## config.mk

```make
export PLATFORM = sky130hd
export DESIGN_NAME = serial_eq_ctrl_amisha
export DESIGN_NICKNAME = d
export VERILOG_FILES = /design/src/rtl/serial_eq_ctrl_amisha_pkg.sv /design/src/rtl/serial_eq_ctrl_amisha_eq1.sv /design/src/rtl/serial_eq_ctrl_amisha.sv
export SDC_FILE = /design/constraint.sdc
export NUM_CORES = 1
export LEC_CHECK = 0
export CELL_PAD_IN_SITES_DETAIL_PLACEMENT = 2
export CELL_PAD_IN_SITES_GLOBAL_PLACEMENT = 2
export CORE_MARGIN = 1.5
export CORE_UTILIZATION = 40
export CTS_BUF_LIST = sky130_fd_sc_hd__clkbuf_8
export DETAILED_ROUTE_END_ITERATION = 7
export DONT_BUFFER_PORTS = 1
export PLACE_DENSITY_LB_ADDON = 0.1
export SLEW_MARGIN = 20
export SYNTH_ARGS = -nofsm -noshare
export SYNTH_HDL_FRONTEND = slang
export SYNTH_SLANG_ARGS = --single-unit
```

## constraint.sdc

```tcl
create_clock -name clk_amisha -period 3.4 [get_ports clk_amisha]
set_input_delay 0.68 -clock clk_amisha [delete_from_list [all_inputs] [get_ports clk_amisha]]
set_output_delay 0.68 -clock clk_amisha [all_outputs]
set_load 0.1 [all_outputs]
```

## src/rtl/serial_eq_ctrl_amisha_pkg.sv

```systemverilog
// Shared types and defaults for the bit-serial equality controller.
package eq_ctrl_pkg_amisha;

  typedef enum logic [1:0] {
    IDLE = 2'd0,
    CMP  = 2'd1,
    DONE = 2'd2
  } state_e;

  localparam int DEFAULT_WIDTH      = 8;
  localparam int DEFAULT_EARLY_EXIT = 1;

  // Bit-index width for a given operand width, never narrower than one bit.
  function automatic int idx_width_f(input int w);
    return (w < 2) ? 1 : $clog2(w);
  endfunction

endpackage

```

## src/rtl/serial_eq_ctrl_amisha_eq1.sv

```systemverilog
// Single-bit equality cell shared by every step of the serial compare.
module eq1_cell_amisha (
  input  logic i_a,
  input  logic i_b,
  output logic o_eq
);

  assign o_eq = ~(i_a ^ i_b);

endmodule

```

## src/rtl/serial_eq_ctrl_amisha.sv

```systemverilog
// Bit-serial equality controller: captures two operands, walks them LSB first
// through one 1-bit equality cell, and reports equality plus the first
// mismatching bit index with a one-cycle done pulse.
module serial_eq_ctrl_amisha
  import eq_ctrl_pkg_amisha::*;
#(
  parameter int WIDTH      = DEFAULT_WIDTH,
  parameter int EARLY_EXIT = DEFAULT_EARLY_EXIT,
  parameter int IDX_W      = idx_width_f(WIDTH)
) (
  input  logic             clk_amisha,
  input  logic             rst_n_amisha,
  input  logic             start_amisha,
  input  logic [WIDTH-1:0] a_amisha,
  input  logic [WIDTH-1:0] b_amisha,
  output logic             busy_amisha,
  output logic             done_amisha,
  output logic             eq_amisha,
  output logic [IDX_W-1:0] mis_idx_amisha
);

  state_e             r_state;
  state_e             w_stateNext;
  logic [WIDTH-1:0]   r_shA;
  logic [WIDTH-1:0]   r_shB;
  logic [IDX_W-1:0]   r_idx;
  logic               r_acc;
  logic               r_eq;
  logic [IDX_W-1:0]   r_misIdx;
  logic               r_misSeen;
  logic               w_bitEq;
  logic               w_lastBit;

  // The operands shift right every compare step, so the cell always sees bit 0.
  eq1_cell_amisha u_eq1 (
    .i_a  (r_shA[0]),
    .i_b  (r_shB[0]),
    .o_eq (w_bitEq)
  );

  assign w_lastBit = (r_idx == IDX_W'(WIDTH - 1));

  // State register.
  always_ff @(posedge clk_amisha or negedge rst_n_amisha) begin
    if (!rst_n_amisha) begin
      r_state <= IDLE;
    end else begin
      r_state <= w_stateNext;
    end
  end

  // Next state: a compare ends on the MSB or, if enabled, on the first mismatch.
  always_comb begin
    w_stateNext = r_state;
    unique case (r_state)
      IDLE: begin
        if (start_amisha) begin
          w_stateNext = CMP;
        end
      end
      CMP: begin
        if (((EARLY_EXIT != 0) && !w_bitEq) || w_lastBit) begin
          w_stateNext = DONE;
        end
      end
      DONE: begin
        w_stateNext = IDLE;
      end
      default: begin
        w_stateNext = IDLE;
      end
    endcase
  end

  // Datapath: operand capture, shifting, accumulation and first-mismatch capture.
  always_ff @(posedge clk_amisha or negedge rst_n_amisha) begin
    if (!rst_n_amisha) begin
      r_shA     <= '0;
      r_shB     <= '0;
      r_idx     <= '0;
      r_acc     <= 1'b0;
      r_eq      <= 1'b0;
      r_misIdx  <= '0;
      r_misSeen <= 1'b0;
    end else begin
      case (r_state)
        IDLE: begin
          if (start_amisha) begin
            r_shA     <= a_amisha;
            r_shB     <= b_amisha;
            r_idx     <= '0;
            r_acc     <= 1'b1;
            r_eq      <= 1'b0;
            r_misIdx  <= '0;
            r_misSeen <= 1'b0;
          end
        end
        CMP: begin
          r_acc <= r_acc & w_bitEq;
          r_shA <= r_shA >> 1;
          r_shB <= r_shB >> 1;
          if (!w_bitEq && !r_misSeen) begin
            r_misIdx  <= r_idx;
            r_misSeen <= 1'b1;
          end
          if (w_stateNext == DONE) begin
            r_eq <= r_acc & w_bitEq;
          end else begin
            r_idx <= r_idx + IDX_W'(1);
          end
        end
        default: begin
        end
      endcase
    end
  end

  assign busy_amisha    = (r_state != IDLE);
  assign done_amisha    = (r_state == DONE);
  assign eq_amisha      = r_eq;
  assign mis_idx_amisha = r_misIdx;

endmodule

```

==> results.cfg <==
[run_status]
status = complete, no violations

[synthesis]
synthCells = 142
syn_nets = 163
synth_area_leaders = dfrtp_1 50%, nor2b_1 8.8%, a22oi_1 7.8%
synth_ff_type = dfrtp_1
ys_warn_count = 0
netlist_area_mm2 = 0.00134
ys_seq_area_share_pct = 50.3
synth_cell_types = 21
synth-edff-count = 0
synth.top_cell.area_share_pct = 50.3
async_reset_ff_share_pct = 100
ys_ff_latch = 27
yosysTopAreaCell = dfrtp_1
avgSynthCellArea_um2 = 9.46

[sta]
slew_viol_final = 0
hold_viol = 0
relSlewSlack_pct = 37.0
post-route-period-util_pct = 68.5
clock.fmax_ghz = 0.430
worst_pin_slew_ns = 0.944
setup_tns_ns = 0
skew_ns = 0.00479
period_needed_ns = 2.33
rsz0062_at_grt = no
setup_viol = 0
timing.hold.ws_ns = 0.0915

[route]
post_drt_wl_per_cell_um = 17.5
drt_iter0_drc = 59
route.detailed.drc = 0
drtPass1Iterations = 5
vias_per_cell = 5.66
vias = 1031
final_antenna_net_count = 0
routed_wl_um = 3190

[floorplanning]
die_width_um = 61.0
core_area_mm2 = 0.00313
ios = 25
rows = 20
die_area_mm2 = 0.00372
start_util_pct = 43.0
die-height_um = 61.0

[setup_path]
r2r_cells = 4
cp_slowest_cell = dfrtp_1
crit_chain = or2_2
cp.buffers_inverters = 0
cp.required_ns = 2.72
crit_path_end_kind = output port
r2r-start = r_state[0]
cp_slowest_stage_delay_ns = 0.81
cp-startpoint = r_state[1]
crit_fanout = 23
worstPathArrival_ns = 1.65
worstSetupStartpointType = flop
cp_num_cells = 1
critical_path.top_delay_family = flip-flops
crit_type = flop to output port

[cells_and_area]
drive_gt1_share_pct = 6.52
multiInputGateArea_um2 = 598
area_growth_pct = 5.59
n_fill_cell = 359
regArea_um2 = 676
fin_area_mm2 = 0.00142
layout.nets = 160
antenna_cells = 0

[clock_network]
postCtsSetupBuffers = 0
clk_pin_slew_ns = 0.09
ctsResizeCount = 0
cts_hold_buf = 0
cts_buffers = 3
cts_tree = yes
cts_buffer_depth = 2
cts_max_level = 1
root_buffer = clkbuf_8
clock-sinks = 27
clk_latency_ns = 0.27

[power]
peakVddDrop_v = 0.000456
leakage_nw = 0.626
powerDensity_mw_per_mm2 = 951

[grt]
track_usage_pct = 19.9
grt_antenna_before_repair = 0
grt.overflow.total = 0
grt_pass1_wl_um = 5330
grt_start_max_net_pins = 28
grt_pass1_vias = 1161

[placed_design]
routabilityCongestion = 0.696
io_buffer_count = 0
dpl_cell_area_mm2 = 0.00137
dp_hpwl_um = 2200

[hold_path]
hp-class = primary input to asynchronous set/reset pin

[flow_run]
cap_violations = 0
-- layout by cell type, fill, tap and decap left out, drive strengths merged --
master  instances
clkbuf          3
or3b            2
mux2i           6
nand2          11
dfrtp          27
xnor2           1
nor2b          19
or2             1
nand4           2
buf             3
a21oi          16
a21boi          1
ha              2
inv             7
o21ai          19
nor2            2
a22oi          14
nand3           2
-- metal layers --
layer,up-vias,track usage [%],part of all wire (%)
li1,484,-,-
met1,525,23.5,44
met2,17,36.4,52
met3,5,2.77,2.5
met4,0,7.45,1.4
met5,-,0,0
-- stage by stage --
stage / power, mW / setup WS, ns / utilization (%) / cells
6_report: 1.35 / 1.07 / 45.4 / 182
5_1_grt: 1.46 / 0.946 / 45.4 / 182
4_1_cts: 1.38 / 1.03 / 45.4 / 182
3_5_place_dp: 1.19 / 1.36 / 43.9 / 178
3_3_place_gp: 1.15 / 1.39 / 43.9 / 178
2_1_floorplan: 1.07 / 0.703 / - / 142
-- final timing paths --
check / endpoint / slack (ns)
worst min register to register: r_misSeen / 0.48
max in group asynchronous: r_idx[0] / 3.23
worst max-delay path: busy_amisha / 1.07
worst min-delay path: r_shA[0] / 0.09
worst max register to register: r_idx[0] / 1.56
min in group clk_amisha: r_misSeen / 0.48
-- kinds of logic after synthesis --
kind of cell,Yosys count,synth area share (%)
compound gates,50,21.4
xor+xnor,1,0.652
fa+ha+maj,2,1.86
buf+inv,17,5.40
flops,27,50.3
mux,6,4.47
simple gates,39,15.9
-- synthesized netlist by cell type, types with 2 or more instances --
| cell type | n |
|---|---|
| a21oi_1 | 16 |
| a22oi_1 | 14 |
| buf_2 | 3 |
| clkbuf_1 | 6 |
| dfrtp_1 | 27 |
| ha_1 | 2 |
| inv_1 | 6 |
| mux2i_1 | 6 |
| nand2_1 | 11 |
| nand3_1 | 2 |
| nand4_1 | 2 |
| nor2_1 | 2 |
| nor2b_1 | 19 |
| o21ai_0 | 19 |
-- cell type report --
class	instances	area share, %
Clock buffer	3	2.91
Clock inverter	1	0.265
Inverter	6	1.59
Multi-Input combinational cell	98	42.2
Sequential cell	27	47.6
Tap cell	44	3.88
Timing Repair Buffer	3	1.59
-- registers in the layout, indices dropped and copies added, names as in the netlist --
signal	count
eq_amisha	1
mis_idx_amisha	3
r_acc	1
r_idx	3
r_misSeen	1
r_shA	8
r_shB	8
r_state	2
-- power breakdown --
part / leakage, nW / internal (mW) / switching (mW) / total [mW]
combinational: 0.254 / 0.191 / 0.276 / 0.467
sequential: 0.345 / 0.454 / 0.250 / 0.705
clock: 0.0269 / 0.0810 / 0.0972 / 0.178
total: 0.626 / 0.726 / 0.624 / 1.35
Power figures use the tool's default switching activity.
